`src/rtl/nbit_rr_mux_reg.sv`:
```
// nbit_rr_mux_reg: M-input, N-bit registered multiplexer with a valid/ready
// handshake on both sides. An internal arbiter (round-robin or fixed
// priority) picks one requesting channel per load. The picked word is held
// in a one-entry output register until the consumer takes it.
module nbit_rr_mux_reg #(
  parameter int N    = 32,
  parameter int M    = 4,
  parameter bit PRIO = 1'b0
) (
  input  logic                 clk,
  input  logic                 rst,
  input  logic [M*N-1:0]       in_data,
  input  logic [M-1:0]         in_valid,
  output logic [M-1:0]         in_ready,
  output logic [N-1:0]         out_data,
  output logic [$clog2(M)-1:0] out_sel,
  output logic                 out_valid,
  input  logic                 out_ready
);

  localparam int SEL_W = $clog2(M);

  logic [SEL_W-1:0] ptr;
  logic [SEL_W-1:0] win;
  logic [SEL_W-1:0] idx_sel;
  logic             found;
  logic             any_valid;
  logic             load;
  logic             fire;
  logic [N-1:0]     sel_data;
  int               idx;

  // The register can accept a word when it is empty or drained this cycle.
  assign any_valid = |in_valid;
  assign load      = ~out_valid | out_ready;

  // Arbiter: first requesting channel scanning from ptr (or from 0 when fixed).
  // NOTE: every variable written here gets a default first, so no latch can be inferred.
  always_comb begin
    win     = '0;
    found   = 1'b0;
    idx     = 0;
    idx_sel = '0;
    for (int k = 0; k < M; k++) begin
      idx = PRIO ? k : int'(ptr) + k;
      if (idx >= M) idx = idx - M;
      idx_sel = SEL_W'(idx);
      if (!found && in_valid[idx_sel]) begin
        win   = idx_sel;
        found = 1'b1;
      end
    end
  end

  // Grant the winner only; never grant a channel that is not offering a word.
  always_comb begin
    in_ready = '0;
    if (load && any_valid && !rst) in_ready[win] = 1'b1;
  end

  assign fire     = |(in_valid & in_ready);
  assign sel_data = in_data[int'(win)*N +: N];

  // Output register and round-robin pointer; a load may coincide with a drain.
  // NOTE: sequential state uses non-blocking assignments so every register sees pre-edge values.
  always_ff @(posedge clk) begin
    if (rst) begin
      out_valid <= 1'b0;
      out_data  <= '0;
      out_sel   <= '0;
      ptr       <= '0;
    end else begin
      if (fire) begin
        out_data  <= sel_data;
        out_sel   <= win;
        out_valid <= 1'b1;
        if (!PRIO) ptr <= (win == SEL_W'(M - 1)) ? '0 : win + 1'b1;
      end else if (out_valid && out_ready) begin
        out_valid <= 1'b0;
      end
    end
  end

endmodule

```
`config.mk`:
```
export PLATFORM = sky130hd
export DESIGN_NAME = nbit_rr_mux_reg
export DESIGN_NICKNAME = d
export VERILOG_FILES = /design/src/rtl/nbit_rr_mux_reg.sv
export SDC_FILE = /design/constraint.sdc
export NUM_CORES = 1
export LEC_CHECK = 0
export CAP_MARGIN = 20
export CORE_UTILIZATION = 41
export DETAILED_ROUTE_END_ITERATION = 10
export GPL_TIMING_DRIVEN = 1
export PLACE_DENSITY = 0.87
export SYNTH_ARGS = -nofsm -noshare
export SYNTH_HDL_FRONTEND = slang
export SYNTH_SLANG_ARGS = --single-unit
```
`constraint.sdc`:
```
create_clock -name clk -period 6.1 [get_ports clk]
set_clock_uncertainty 0.15 [all_clocks]
set_input_delay 1.525 -clock clk [delete_from_list [all_inputs] [get_ports clk]]
set_output_delay 1.525 -clock clk [all_outputs]
set_load 0.01 [all_outputs]
```
==> results of run 1 <==
[power by group]
group          leakage [nW]  switching [mW]  total (mW)  internal (mW)
clock network        0.0542          0.0886       0.191          0.102
registers             0.307          0.0241       0.307          0.283
logic                  1.33           0.218       0.471          0.253
total                  1.70           0.331       0.969          0.638
[sequential cells by signal, indices dropped and copies added, names as in the netlist]
register	count
ptr	2
out_valid	1
out_sel	2
out_data	32
[cell type report]
type | instances | share of cell area (%)
clock buffer | 7 | 2.07
multi-input combinational | 203 | 37.8
tap | 96 | 2.58
timing repair buffer | 181 | 38.8
inverter | 34 | 2.74
sequential | 37 | 15.9
clock inverter | 1 | 0.107
[stage by stage]
| stage | area, um2 | instances | utilization (%) | worst slack (ns) |
|---|---|---|---|---|
| final | 4660 | 559 | 68.7 | 0.609 |
| after global routing | 4660 | 559 | 68.7 | 0.471 |
| after CTS | 4640 | 558 | 68.3 | 0.620 |
| after detailed placement | 4540 | 550 | 66.8 | 0.638 |
| after global placement | 4540 | 550 | 66.8 | 0.698 |
| after floorplan | 2880 | 304 | - | 1.82 |
[layout by cell type (no fill, tap or decap), types with 2 or more instances in the layout]
cell type and instances:
sky130_fd_sc_hd__nand3_1 32, sky130_fd_sc_hd__o21ai_1 5, sky130_fd_sc_hd__nor2b_1 2, sky130_fd_sc_hd__o221ai_2 31, sky130_fd_sc_hd__nor3_1 2, sky130_fd_sc_hd__clkbuf_8 7, sky130_fd_sc_hd__clkdlybuf4s50_1 173, sky130_fd_sc_hd__nor2_1 8
sky130_fd_sc_hd__a21oi_1 4, sky130_fd_sc_hd__a211o_1 32, sky130_fd_sc_hd__inv_1 34, sky130_fd_sc_hd__buf_4 7, sky130_fd_sc_hd__mux2i_1 33, sky130_fd_sc_hd__dfxtp_1 37, sky130_fd_sc_hd__o21ai_0 30
[worst max-delay path, stage by stage]
cell                              delay, ns
sky130_fd_sc_hd__clkdlybuf4s50_1       0.53
sky130_fd_sc_hd__a21oi_1               0.21
sky130_fd_sc_hd__o21ai_1               0.07
sky130_fd_sc_hd__o2bb2a_2              0.53
sky130_fd_sc_hd__ha_1                  0.27
sky130_fd_sc_hd__and2_1                0.14
sky130_fd_sc_hd__clkdlybuf4s50_1       0.53
[kinds of logic (layout without fill, tap and decap cells)]
group                    after synthesis  count (layout)
AO/OA/AOI/OAI                        112             112
buffers and inverters                 64             223
AND/OR/NAND/NOR                       56              56
flip-flops                            37              37
multiplexers                          34              34
adder cells (fa/ha/maj)                1               1
[synth_stat cells (2+ instances only)]
master / number
sky130_fd_sc_hd__buf_2: 11
sky130_fd_sc_hd__nand3_1: 32
sky130_fd_sc_hd__a211o_1: 32
sky130_fd_sc_hd__nor2_1: 8
sky130_fd_sc_hd__o21ai_1: 5
sky130_fd_sc_hd__buf_6: 4
sky130_fd_sc_hd__o221ai_2: 31
sky130_fd_sc_hd__mux2i_1: 33
sky130_fd_sc_hd__a21oi_1: 4
sky130_fd_sc_hd__dfxtp_1: 37
sky130_fd_sc_hd__nor2b_1: 2
sky130_fd_sc_hd__inv_1: 34
sky130_fd_sc_hd__buf_12: 6
sky130_fd_sc_hd__clkbuf_1: 8
sky130_fd_sc_hd__nor3_1: 2
sky130_fd_sc_hd__o21ai_0: 30
[metal layers]
metal / track usage [%] / up-vias
met2: 48.2 / 148
li1: - / 1464
met4: 6.06 / 0
met5: 0 / -
met1: 28.4 / 1443
met3: 4.72 / 12
[final timing paths]
check / cells after the start / end
hold reg to reg: 2 / out_sel[1]
setup reg to reg: 10 / out_data[1]
setup / recovery: 7 / in_ready[3]
hold / removal: 2 / out_sel[1]
==> PnR_summary.wiki, run 1 <==
{| class="wikitable"
! Metric !! Value
|-
| Result of the run || completed
|-
| DRC violations left || 0
|-
| Largest area contributor in the synthesized netlist || sky130_fd_sc_hd__dfxtp_1
|-
| Setup repair after global routing missed its margin || no
|-
| Maximum Capacitance Violations || 0
|-
| Share of Yosys cell area claimed by the top area cell type || 25.7%
|-
| Class of the most critical setup path || primary input to output pin
|-
| Boundary pin count || 174
|-
| Via count || 3067
|-
| Starting DRC count in detailed routing || 163
|-
| Distinct cells, synth || 41
|-
| Final routed wire length divided by cell count || 16.7 um
|-
| Clk_lat worst skew || 0.28 ns
|-
| Largest family of logic cells by synthesized area || compound AO/OA/AOI/OAI gates
|-
| XOR/XNOR Fraction of Synth Area || 0%
|-
| Number of enable flip-flop cells after synthesis || 0
|-
| Number of nets still failing antenna checks after routing || 0
|-
| Launching element of the worst setup path || in_valid[0]
|-
| Maximum clock frequency || 182 MHz
|-
| Detailed placement HPWL || 6900 um
|-
| Post-CTS setup repair buffer count || 0
|-
| Setup total negative slack || 0 ns
|-
| R2r startpoint || ptr[1]
|-
| Row Count || 30
|-
| TritonCTS clock tree || built
|-
| WP data required || 4.43 ns
|-
| Number of global-route vias before repair || 3059
|-
| Flop2flop setup slack || 2.87 ns
|-
| Layout overhead on the synthesized area || 61.9%
|-
| Number of antenna violations at the first check in global routing || 0
|-
| Gate count of the mapped netlist || 304
|-
| Slew HR || 58.3%
|-
| Sink count of the clock tree || 37
|-
| Compound-gate portion of the synthesized area || 36.5%
|-
| Post-detailed-route via-to-cell ratio || 5.49
|-
| Number of buffers created by CTS || 5
|-
| Wire length of the first global-routing pass || 14600 um
|-
| PwrDens || 208 nW/um2
|-
| Port buffer count || 173
|-
| Syn. warnings || 0
|-
| Leakage power || 1.70 nW
|-
| Most used flip-flop cell after synthesis || sky130_fd_sc_hd__dfxtp_1
|-
| Sequential cell area in the final layout || 741 um2
|-
| Setup-failing EPs final || 0
|-
| CTS H-tree lvls || 2
|-
| Number of fillers in the final layout || 532
|-
| Std-Cell Core Area || 6790 um2
|-
| Path category of the worst min-delay check || flop to flop
|-
| Router iterations before antenna repair || 5
|-
| Top sig layer || met4
|-
| Worst EP arrival || 3.82 ns
|-
| Initial core utilization || 42.4%
|-
| Detailed-routing wirelength on met1 || 3810 um
|-
| Total global routing overflow || 0
|-
| Area of the die || 7360 um2
|-
| Slew at the pin closest to its max-slew limit || 0.625 ns
|-
| Final Wtd Congestion || 0.858
|-
| Post-Syn Area per Cell || 9.47 um2
|-
| Number of flip-flops and latches in the synthesized netlist || 37
|-
| Dominant cells by area after synthesis || sky130_fd_sc_hd__dfxtp_1, sky130_fd_sc_hd__o221ai_2, sky130_fd_sc_hd__mux2i_1, sky130_fd_sc_hd__a211o_1, sky130_fd_sc_hd__nand3_1
|-
| Detailed route wirelength on metal3 || 554 um
|-
| Antenna Cells || 0
|-
| Total global-route track usage || 25.1%
|-
| Hold Startpoint || out_sel[1]
|-
| Post-CTS clock slew at the launch and capture registers of the worst setup and hold paths || 0.07 ns
|-
| Minimum clock period after layout || 5.49 ns
|-
| Critical path endpoint category || output pin
|-
| Crit start category || primary input
|-
| Post-layout net count || 598
|-
| X dimension of the die || 85.8 um
|-
| Share of final-layout standard cells stronger than drive strength 1 || 13.2%
|-
| Root buffer selected by CTS || sky130_fd_sc_hd__clkbuf_8
|-
| Final Total Pwr || 969 uW
|-
| Final hold violation count || 0
|-
| IR drop worst, VDD || 125 uV
|-
| Netlist area before placement || 2880 um2
|-
| Cts-stage hold buffer count || 0
|-
| Area taken by multi-input logic gates || 1760 um2
|-
| Sequential fraction of the synthesis area || 25.7%
|-
| Multiplexer share of the synthesized area || 11.9%
|-
| Simple-Gate Fraction of Synth Area || 12.0%
|-
| Gates resized, CTS repair || 0
|-
| Number of buffers on the longest clock path || 2
|-
| Maximum fanout count along the critical path || 21
|-
| FFs w/ async S/R, synth || 0%
|-
| Synthesized-area fraction occupied by adder cells || 0.434%
|-
| Routed WL || 9330 um
|-
| Share of the clock period used by the worst path || 90.0%
|-
| Met2 routed wirelength || 4830 um
|-
| Synthesized net count || 440
|-
| Hold_ws || 0.356 ns
|-
| Die height || 85.8 um
|-
| Pin count of the biggest net entering global routing || 36
|-
| Pins Over Slew Limit || 0
|}
No activity file was read; power rests on OpenSTA's default activity.
==> run 2: changes to the inputs <==
--- a/config.mk
+++ b/config.mk
@@ -5,6 +5,7 @@
 export SDC_FILE = /design/constraint.sdc
 export NUM_CORES = 1
 export LEC_CHECK = 0
+export ABC_CLOCK_PERIOD_IN_PS = 6100
 export CAP_MARGIN = 20
 export CORE_UTILIZATION = 41
 export DETAILED_ROUTE_END_ITERATION = 10
==> results of run 2 <==
Same layout as run 1: the final DEF is identical, and so are final timing and power.
